**src/rtl/mem_port_arbiter.sv**
```systemverilog
// Arbitrates one single-port memory between IF reads and MEM-stage loads/stores.
// Data wins by default; a starvation counter forces an IF grant after a run of data grants.
module mem_port_arbiter #(
  parameter int          ADDR_W     = 16,
  parameter int          DATA_W     = 32,
  parameter int          MEM_LAT    = 1,
  parameter int          STARVE_MAX = 4,
  parameter logic [1:0]  WORD_SEL   = 2'b00
) (
  input  logic              clk_i,
  input  logic              rst_i,
  input  logic              if_req_i,
  input  logic [ADDR_W-1:0] if_adr_i,
  output logic              if_gnt_o,
  output logic              if_rvalid_o,
  output logic [DATA_W-1:0] if_rdata_o,
  input  logic              dm_req_i,
  input  logic              dm_we_i,
  input  logic [ADDR_W-1:0] dm_adr_i,
  input  logic [DATA_W-1:0] dm_wd_i,
  input  logic [1:0]        dm_sel_i,
  output logic              dm_gnt_o,
  output logic              dm_rvalid_o,
  output logic [DATA_W-1:0] dm_rdata_o,
  output logic              mem_en_o,
  output logic              mem_we_o,
  output logic [ADDR_W-1:0] mem_adr_o,
  output logic [DATA_W-1:0] mem_wd_o,
  output logic [1:0]        mem_sel_o,
  input  logic [DATA_W-1:0] mem_rdata_i,
  output logic              stall_if_o,
  output logic              stall_dm_o
);

  localparam int CNT_W = (MEM_LAT < 1) ? 1 : $clog2(MEM_LAT + 1);
  localparam int STV_W = (STARVE_MAX < 1) ? 1 : $clog2(STARVE_MAX + 1);
  localparam logic [CNT_W-1:0] LAT  = CNT_W'(MEM_LAT);
  localparam logic [STV_W-1:0] SMAX = STV_W'(STARVE_MAX);

  typedef enum logic { ST_IDLE, ST_WAIT } state_t;
  typedef enum logic { OWN_IF,  OWN_DM  } owner_t;

  state_t            state_q, state_d;
  owner_t            owner_q, owner_d;
  logic [CNT_W-1:0]  cnt_q, cnt_d;
  logic [STV_W-1:0]  starve_q, starve_d;

  logic resp;
  logic gnt_ok;
  logic pick_if;
  logic if_gnt;
  logic dm_gnt;

  // Grant decision: legal in IDLE or on the response cycle of an access.
  always_comb begin
    resp    = (state_q == ST_WAIT) && (cnt_q == LAT);
    gnt_ok  = (state_q == ST_IDLE) || resp;
    pick_if = if_req_i && (!dm_req_i || (starve_q == SMAX));
    if_gnt  = gnt_ok && pick_if;
    dm_gnt  = gnt_ok && dm_req_i && !pick_if;
  end

  // Next-state: latency tracking, ownership and starvation counting.
  always_comb begin
    state_d  = state_q;
    owner_d  = owner_q;
    cnt_d    = cnt_q;
    starve_d = starve_q;
    unique case (state_q)
      ST_IDLE: begin
        if (if_gnt || dm_gnt) begin
          state_d = ST_WAIT;
          cnt_d   = CNT_W'(1);
          owner_d = if_gnt ? OWN_IF : OWN_DM;
        end
      end
      ST_WAIT: begin
        if (!resp) begin
          cnt_d = cnt_q + CNT_W'(1);
        end else if (if_gnt || dm_gnt) begin
          cnt_d   = CNT_W'(1);
          owner_d = if_gnt ? OWN_IF : OWN_DM;
        end else begin
          state_d = ST_IDLE;
          cnt_d   = '0;
        end
      end
      default: state_d = ST_IDLE;
    endcase
    if (!if_req_i || if_gnt) begin
      starve_d = '0;
    end else if (dm_gnt && (starve_q != SMAX)) begin
      starve_d = starve_q + STV_W'(1);
    end
  end

  // State registers with synchronous active-low reset.
  always_ff @(posedge clk_i) begin
    if (!rst_i) begin
      state_q  <= ST_IDLE;
      owner_q  <= OWN_IF;
      cnt_q    <= '0;
      starve_q <= '0;
    end else begin
      state_q  <= state_d;
      owner_q  <= owner_d;
      cnt_q    <= cnt_d;
      starve_q <= starve_d;
    end
  end

  // Outputs: memory mux from the winner, responses to the owner, all zero in reset.
  always_comb begin
    if_gnt_o    = 1'b0;
    dm_gnt_o    = 1'b0;
    if_rvalid_o = 1'b0;
    dm_rvalid_o = 1'b0;
    if_rdata_o  = '0;
    dm_rdata_o  = '0;
    mem_en_o    = 1'b0;
    mem_we_o    = 1'b0;
    mem_adr_o   = '0;
    mem_wd_o    = '0;
    mem_sel_o   = 2'b00;
    stall_if_o  = 1'b0;
    stall_dm_o  = 1'b0;
    if (rst_i) begin
      if_gnt_o   = if_gnt;
      dm_gnt_o   = dm_gnt;
      stall_if_o = if_req_i && !if_gnt;
      stall_dm_o = dm_req_i && !dm_gnt;
      if (if_gnt) begin
        mem_en_o  = 1'b1;
        mem_adr_o = if_adr_i;
        mem_sel_o = WORD_SEL;
      end else if (dm_gnt) begin
        mem_en_o  = 1'b1;
        mem_we_o  = dm_we_i;
        mem_adr_o = dm_adr_i;
        mem_wd_o  = dm_wd_i;
        mem_sel_o = dm_sel_i;
      end
      if (resp && (owner_q == OWN_IF)) begin
        if_rvalid_o = 1'b1;
        if_rdata_o  = mem_rdata_i;
      end
      if (resp && (owner_q == OWN_DM)) begin
        dm_rvalid_o = 1'b1;
        dm_rdata_o  = mem_rdata_i;
      end
    end
  end

endmodule

```
**config.mk**
```make
export PLATFORM = sky130hd
export DESIGN_NAME = mem_port_arbiter
export DESIGN_NICKNAME = d
export VERILOG_FILES = /design/src/rtl/mem_port_arbiter.sv
export SDC_FILE = /design/constraint.sdc
export NUM_CORES = 1
export LEC_CHECK = 0
export CAP_MARGIN = 20
export CORE_AREA = 2 2 86 88
export DETAILED_ROUTE_END_ITERATION = 8
export DIE_AREA = 0 0 88 90
export GPL_TIMING_DRIVEN = 0
export MAX_ROUTING_LAYER = met4
export PLACE_DENSITY = 0.75
export SYNTH_ARGS = -nofsm -noshare
export SYNTH_HDL_FRONTEND = slang
export SYNTH_SLANG_ARGS = --single-unit
export TNS_END_PERCENT = 100
```
**constraint.sdc**
```tcl
create_clock -name clk_i -period 2.6 [get_ports clk_i]
set_clock_uncertainty 0.05 [all_clocks]
set_input_delay 0.52 -clock clk_i [delete_from_list [all_inputs] [get_ports clk_i]]
set_output_delay 0.52 -clock clk_i [all_outputs]
set_load 0.03 [all_outputs]
```
==> impl_summary.log, run 1 <==
INFO  metric post_synth_top_area_share = 44.92%
INFO  metric layout_nets = 547
INFO  metric clkPwrFrac = about a fifth
INFO  metric avgSynthCellArea = around 6.5 sq um
INFO  metric synthesis.yosys.warnings = 0
INFO  metric rows = 31
INFO  metric synth_seq_area_share = under 10%
INFO  metric setup.worst_path.start = starve_q[1]$_SDFFE_PP0P_
INFO  metric critical-path-top-delay-family = buffers and inverters
INFO  metric data_required_time_at_the_worst_endpoint = about 2.0 ns
INFO  metric globalplace.congestion = ~0.81
INFO  metric routed_wire_length_per_instance = about 14 microns
INFO  metric status = completed
INFO  metric tritoncts.num_buffers = 3
INFO  metric post_dp_cell_area = 0.003749 sq mm
INFO  metric critPathMaxStageDelay = ~0.35 ns
INFO  metric clock_transition_at_the_register_clock_pins_on_the_worst_setup_and_hold_paths_after_cts = 0.03 ns
INFO  metric yosysMostFrequentCell = sky130_fd_sc_hd__and2_1
INFO  metric hold_path.class = reg2reg
INFO  metric clock_tree_from_tritoncts = yes
INFO  metric power_density = between 200 and 250 mW/mm^2
INFO  metric seq_power_share = between 10% and 20%
INFO  metric timing.fmax = 0.4033 GHz
INFO  metric grt_pass1_wl = roughly 11 mm
INFO  metric port_buffers = roughly 220
INFO  metric setup_total_negative_slack = 0 ns
INFO  metric r2r-start = starve_q[1]$_SDFFE_PP0P_
INFO  metric hold_violations = 0
INFO  metric synthesis.nets = roughly 320
INFO  metric fill_cell_total_of_the_finished_layout = a little under 800
INFO  metric grt_setup_unrepaired = false
INFO  metric first_global_vias = between 2,000 and 2,500
INFO  metric route.final.wire_length = between 7 and 8 mm
INFO  metric crit_type = reg2out
INFO  metric ir_worst_vdd = about 0.00011 V
INFO  metric worst_path_max_delay_cell = sky130_fd_sc_hd__dfxtp_1
INFO  metric timing.critical_path.mode_cell = sky130_fd_sc_hd__buf_6
INFO  metric timing.critical_path.cells = inv_1, ha_2, and2_4, a2111oi_4, buf_6, buf_6, and2_1, buf_4
INFO  metric finalSetupViolations = 0
INFO  metric timing.critical_path.fanout_max = 10
INFO  metric io-pin-count = around 230
INFO  metric place.detailed.hpwl = 6.214 mm
INFO  metric first_pass_iters = 4
INFO  metric critical_path.startpoint_type = flop
INFO  metric tritoncts_num_sinks = 6
INFO  metric synth-edff-count = 0
INFO  metric cp_num_buf_inv = 4
INFO  metric die-height = roughly 90 microns
INFO  metric globalRoute.totalOverflow = 0
INFO  metric grt_util_all_layers = between 15 and 20%
INFO  metric final_design_area_no_fill = 0.003392 sq mm
INFO  metric finalWorstPathRequiredPeriod = 2.479 ns
INFO  metric post_synth_most_frequent_cells = 100 x sky130_fd_sc_hd__and2_1, 18 x sky130_fd_sc_hd__a21oi_1, 18 x sky130_fd_sc_hd__nand3_1
INFO  metric internal_power = ~0.00043 W
INFO  metric grt_antenna_before_repair = 0
INFO  metric layout-drive-gt1-share = 31.36%
INFO  metric syn-instance-count = around 210
INFO  metric switchingPower = roughly 0.00027 W
INFO  metric synth_largest_area_cell = sky130_fd_sc_hd__and2_1
INFO  metric drc = 0
INFO  metric num_vias = about 2,300
INFO  metric max-cap-violations = 0
INFO  metric ys_async_sr_fraction = 0%
INFO  metric hold_path.startpoint = starve_q[0]$_SDFFE_PP0P_
INFO  metric p_comb_share = between 60% and 70%
INFO  metric transition_time_at_the_pin_with_the_least_slew_margin = approximately 0.43 ns
INFO  metric p_leak = approximately 1.6 nW
INFO  metric fp.dieArea = about 0.0079 sq mm
INFO  metric n_antenna_cell = 0
INFO  metric ctsRootBufferMaster = sky130_fd_sc_hd__clkbuf_8
INFO  metric timing.critical_path.to_type = output port
INFO  metric initial_utilization = about a fifth
INFO  metric predominant_post_synthesis_flop_cell = sky130_fd_sc_hd__dfxtp_1
INFO  metric coreArea = between 0.007 and 0.008 sq mm
INFO  metric flow.area_growth_from_synthesis = 143.6%
INFO  metric yosys-top-cells-area = sky130_fd_sc_hd__and2_1 45%, sky130_fd_sc_hd__dfxtp_1 8.6%, sky130_fd_sc_hd__o211ai_1 8.6%
INFO  metric finalMaxSlewViolations = 0
INFO  metric cts.path.max_buffers = 2
INFO  metric insertion_delay = roughly 0.22 ns
INFO  metric number_of_storage_elements_in_the_synthesis_netlist = 6
INFO  metric final_antenna_net_count = 0
INFO  metric route.detailed.vias_per_inst = approximately 4.4
INFO  metric grt_start_max_net_pins = 11
INFO  metric die_width = a little under 90 microns
INFO  metric drt_first_iter_violations = between 60 and 70
INFO  metric swShare = 38.48%
INFO  metric worstPathArrival = roughly 1.9 ns
INFO  metric finalCritPeriodShare = roughly 95%
INFO  metric ctsHtreeMaxLevel = 1
INFO  metric mappedNetlistArea = approximately 0.0014 sq mm
INFO  metric maxSlewHeadroom = 71.31%
INFO  metric netlist-cell-type-count = 26
sequential cells by signal, summed over array words and instances (netlist names):
register	count
state_q	1
cnt_q	1
owner_q	1
starve_q	3
repair_timing:
action,CTS,global route
hold endpoints to repair,0,0
gates cloned,0,1
pin swaps,1,1
setup buffers,1,0
setup endpoints to repair,122,113
resized for setup,400,95
hold buffers,0,0
cell usage in the layout, fill, tap and decap left out, drive strengths merged:
| cell | instances |
|---|---|
| o221a | 1 |
| inv | 7 |
| ha | 2 |
| o31ai | 2 |
| a21oi | 18 |
| nand4 | 2 |
| dfxtp | 6 |
| nor3 | 1 |
| o211ai | 16 |
| dlymetal6s2s | 1 |
| dlygate4sd2 | 12 |
| o21a | 1 |
| a31oi | 2 |
| nand2 | 3 |
| buf | 57 |
| nor2 | 3 |
| clkbuf | 72 |
| nor2b | 3 |
| a211o | 1 |
| clkdlybuf4s15 | 7 |
| or2b | 1 |
| a2111oi | 1 |
| a211oi | 2 |
| nand3 | 18 |
| a311oi | 1 |
| clkdlybuf4s50 | 99 |
| a21bo | 1 |
| and2 | 100 |
kinds of logic after synthesis:
logic type / share of synthesized area, %
fa+ha+maj: 1.797
simple gates: 56.15
buf+inv: 9.973
flops: 8.626
compound gates: 23.45
tightest hold or removal path, delay by kind of cell (launching register included):
| family | cells | cell delay [ns] |
|---|---|---|
| flops | 1 | 0.32 |
| compound gates | 2 | 0.12 |
cell type report:
cell class / instances / area, sq um / area share (%)
well taps: 99 / 123.9 / 3.652
flip-flops and latches: 6 / 121.4 / 3.578
plain buffers: 20 / 125.1 / 3.689
clock buffers: 3 / 41.29 / 1.217
repair buffers: 225 / 1798 / 53.01
multi-input cells: 179 / 1154 / 34.01
inverters: 7 / 28.78 / 0.8484
path summary, 6_finish.rpt:
check / depth (start not counted) / slack [ns] / to
worst max-delay path: 8 / 0.12 / mem_wd_o[16]
worst min-delay path: 2 / 0.43 / starve_q[0]$_SDFFE_PP0P_
worst max register to register: 5 / 1.03 / starve_q[2]$_SDFFE_PP0P_
worst min register to register: 2 / 0.43 / starve_q[0]$_SDFFE_PP0P_
power by group through the flow:
| stage | logic (W) | clock network (W) | registers [W] |
|---|---|---|---|
| after floorplan | 0.000221 | 0 | 0.000101 |
| after global placement | 0.000500 | 0 | 0.000101 |
| after detailed placement | 0.000504 | 0 | 0.000102 |
| after CTS | 0.000478 | 0.000138 | 0.000101 |
| after global routing | 0.000503 | 0.000145 | 0.000101 |
| final | 0.000472 | 0.000133 | 0.000101 |
per-layer routing:
layer  routed length, microns  track usage (%)  vias up
li1                         -                -     1169
met1                     2730            18.42     1039
met2                     3932            34.34      133
met4                       63            2.692        0
met5                        0                -        -
met3                      651            2.847        8
stage by stage:
stage / power (W) / hold slack, ns / setup WS [ns] / cells / util (%)
after floorplan: 0.0003220 / 0.4113 / 0.1717 / 213 / -
after global placement: 0.0006010 / 0.4276 / -0.8217 / 535 / 53.40
after detailed placement: 0.0006060 / 0.4485 / -0.8393 / 535 / 53.40
after CTS: 0.0007165 / 0.4529 / -0.04502 / 539 / 51.65
after global routing: 0.0007492 / 0.4686 / 0.0002109 / 539 / 48.32
final: 0.0007056 / 0.4298 / 0.1207 / 539 / 48.32
Note: power is estimated with default switching activity, not from simulation.
==> inputs of run 2 (changes only) <==
GPL_TIMING_DRIVEN = not set   (was 0)
==> impl_summary.log, run 2 (synthesis results as in run 1) <==
INFO  metric first_global_vias = 2,342 (was 2,341)
INFO  metric worst_path_max_delay_cell = sky130_fd_sc_hd__a2111oi_4 (was sky130_fd_sc_hd__dfxtp_1)
INFO  metric ctsHtreeMaxLevel = 1 (unchanged)
INFO  metric layout_common_cells = 110 x sky130_fd_sc_hd__buf_4, 99 x sky130_fd_sc_hd__clkdlybuf4s50_1, 75 x sky130_fd_sc_hd__and2_1 (was 99 x sky130_fd_sc_hd__and2_1, 99 x sky130_fd_sc_hd__clkdlybuf4s50_1, 64 x sky130_fd_sc_hd__clkbuf_2)
INFO  metric timing.fmax = 0.3953 GHz (was 0.4033 GHz)
INFO  metric multi_input_area = 0.001209 sq mm (was 0.001154 sq mm)
INFO  metric timing.critical_path.to_type = output port (unchanged)
INFO  metric cp_num_buf_inv = 4 (unchanged)
INFO  metric flow.area_growth_from_synthesis = 180.1% (was 143.6%)
INFO  metric die_width = 88 microns (unchanged)
INFO  metric cts.hold.buffers_added = 0 (unchanged)
INFO  metric largest_register = starve_q (unchanged)
INFO  metric place.detailed.hpwl = 6.030 mm (was 6.214 mm)
INFO  metric transition_time_at_the_pin_with_the_least_slew_margin = 0.6204 ns (was 0.4303 ns)
INFO  metric maxSlewHeadroom = 58.54% (was 71.31%)
INFO  metric worstPathArrival = 1.96 ns (was 1.91 ns)
INFO  metric layout-drive-gt1-share = 41.44% (was 31.36%)
INFO  metric timing.critical_path.fanout_max = 5 (was 10)
INFO  metric initial_utilization = 19.84% (unchanged)
INFO  metric design_power_total = 0.0007875 W (was 0.0007056 W)
INFO  metric route.layer.met1.wl = 2.759 mm (was 2.730 mm)
INFO  metric critPathMaxStageDelay = 0.42 ns (was 0.35 ns)
INFO  metric globalRoute.totalOverflow = 0 (unchanged)
INFO  metric fp.dieArea = 0.007920 sq mm (unchanged)
INFO  metric num_vias = 2,410 (was 2,349)
INFO  metric status = completed (unchanged)
INFO  metric hold_violations = 0 (unchanged)
INFO  metric finalMaxSlewViolations = 0 (unchanged)
INFO  metric p_leak = 1.815 nW (was 1.648 nW)
INFO  metric grt_setup_unrepaired = true (was false)
INFO  metric insertion_delay = 0.22 ns (about the same)
INFO  metric ctsRootBufferMaster = sky130_fd_sc_hd__clkbuf_8 (unchanged)
INFO  metric route.detailed.vias_per_inst = 4.430 (was 4.358)
INFO  metric max-cap-violations = 0 (unchanged)
INFO  metric ff_latch_area = 122.6 sq um (was 121.4 sq um)
INFO  metric io-pin-count = 225 (unchanged)
INFO  metric tritoncts.num_buffers = 3 (unchanged)
INFO  metric critical_path.startpoint_type = flop (unchanged)
INFO  metric routed_wire_length_per_instance = 14.06 microns (was 13.69 microns)
INFO  metric data_required_time_at_the_worst_endpoint = 2.03 ns (about the same)
INFO  metric timing.critical_path.cells = inv_2, ha_4, and2_4, a2111oi_4, buf_6, clkbuf_16, and2_4, buf_6 (was inv_1, ha_2, and2_4, a2111oi_4, buf_6, buf_6, and2_1, buf_4)
INFO  metric final_design_area_no_fill = 0.003900 sq mm (was 0.003392 sq mm)
INFO  metric r2r-start = starve_q[0]$_SDFFE_PP0P_ (was starve_q[1]$_SDFFE_PP0P_)
INFO  metric grt_antenna_before_repair = 1 (was 0)
INFO  metric largest_reg_flops = 3 (unchanged)
INFO  metric hold_path.startpoint = starve_q[0]$_SDFFE_PP0P_ (unchanged)
INFO  metric globalplace.congestion = 0.7980 (was 0.8099)
INFO  metric grt_pass1_wl = 11.23 mm (was 11.16 mm)
INFO  metric power_density = 201.9 mW/mm^2 (was 208.0 mW/mm^2)
INFO  metric critical-path-top-delay-family = buffers and inverters (unchanged)
INFO  metric fill_cell_total_of_the_finished_layout = 649 (was 769)
INFO  metric finalWorstPathRequiredPeriod = 2.530 ns (was 2.479 ns)
INFO  metric route.final.wire_length = 7.649 mm (was 7.378 mm)
INFO  metric clock_tree_from_tritoncts = yes (unchanged)
INFO  metric final_antenna_net_count = 0 (unchanged)
INFO  metric drc = 0 (unchanged)
INFO  metric grt_util_all_layers = 18.00% (was 17.66%)
INFO  metric die-height = 90 microns (unchanged)
INFO  metric hold_path.class = reg2reg (unchanged)
INFO  metric ir_worst_vdd = 0.00009500 V (was 0.0001127 V)
INFO  metric finalSetupViolations = 0 (unchanged)
INFO  metric port_buffers = 224 (was 223)
INFO  metric crit_type = reg2out (unchanged)
INFO  metric layout_nets = 551 (was 547)
INFO  metric tritoncts_num_sinks = 6 (unchanged)
INFO  metric met2_routed_wirelength = 4.110 mm (was 3.932 mm)
INFO  metric setup.worst_path.start = starve_q[0]$_SDFFE_PP0P_ (was starve_q[1]$_SDFFE_PP0P_)
INFO  metric drt_first_iter_violations = 73 (was 64)
INFO  metric coreArea = 0.007020 sq mm (unchanged)
INFO  metric finalCritPeriodShare = 97.31% (was 95.36%)
INFO  metric mostFrequentLayoutCell = sky130_fd_sc_hd__buf_4
INFO  metric first_pass_iters = 4 (unchanged)
INFO  metric topRoutingLayerUsed = met4 (unchanged)
INFO  metric wl_met3 = 678 microns (was 651 microns)
INFO  metric rows = 31 (unchanged)
INFO  metric cts.path.max_buffers = 2 (unchanged)
INFO  metric clock_transition_at_the_register_clock_pins_on_the_worst_setup_and_hold_paths_after_cts = 0.03 ns (about the same)
INFO  metric grt_start_max_net_pins = 34 (was 11)
INFO  metric post_dp_cell_area = 0.003561 sq mm (was 0.003749 sq mm)
-- run 2: cell type report --
| cell class | count | area share, % |
|---|---|---|
| sequential | 6 | 3.144 |
| timing repair buffer | 249 | 60.89 |
| clock buffer | 3 | 1.059 |
| antenna | 1 | 0.06416 |
| inverter | 7 | 0.6737 |
| multi-input combinational | 179 | 30.99 |
| tap | 99 | 3.176 |
-- run 2: final timing paths --
path / depth (start not counted) / slack [ns] / to
max: 8 / 0.07 / mem_wd_o[7]
min: 2 / 0.44 / starve_q[0]$_SDFFE_PP0P_
min reg2reg: 2 / 0.44 / starve_q[0]$_SDFFE_PP0P_
max reg2reg: 6 / 0.98 / starve_q[0]$_SDFFE_PP0P_
-- run 2: report_power, final --
group	total, W	switching [W]	internal [W]
clock	0.000136	0.0000371	0.0000992
combinational	0.000551	0.000246	0.000304
sequential	0.000100	0.00000333	0.0000970
-- run 2: worst reg2reg max path, delay by kind of cell (launching register included) --
kind                     cells  cell delay [ns]
AND/OR/NAND/NOR              2             0.55
flip-flops                   1             0.34
buffers and inverters        2             0.28
adder cells (fa/ha/maj)      1             0.16
AO/OA/AOI/OAI                1             0.16
-- run 2: per-layer routing --
layer | GRT usage, % | up-vias
met1 | 19.18 | 1095
met4 | 3.462 | 0
met3 | 3.857 | 6
li1 | - | 1182
met5 | - | -
met2 | 33.52 | 127
-- run 2: repair_timing --
item / CTS / global route
setup endpoints to repair: 35 / 39
resized for setup: 20 / 41
gates cloned: 2 / 3
pin swaps: 1 / 9
setup buffers: 2 / 2
-- run 2: stage by stage --
step | utilization (%) | std cells | hold WS, ns | TNS (ns) | worst slack, ns
2_1_floorplan | - | 213 | 0.4113 | 0 | 0.1717
3_3_place_gp | 50.72 | 531 | 0.4272 | 0 | 0.08202
3_5_place_dp | 50.72 | 531 | 0.4412 | 0 | 0.05437
4_1_cts | 52.81 | 538 | 0.4459 | 0 | 0.001349
5_1_grt | 55.55 | 544 | 0.4639 | -0.2621 | -0.02971
6_report | 55.55 | 544 | 0.4350 | 0 | 0.07003
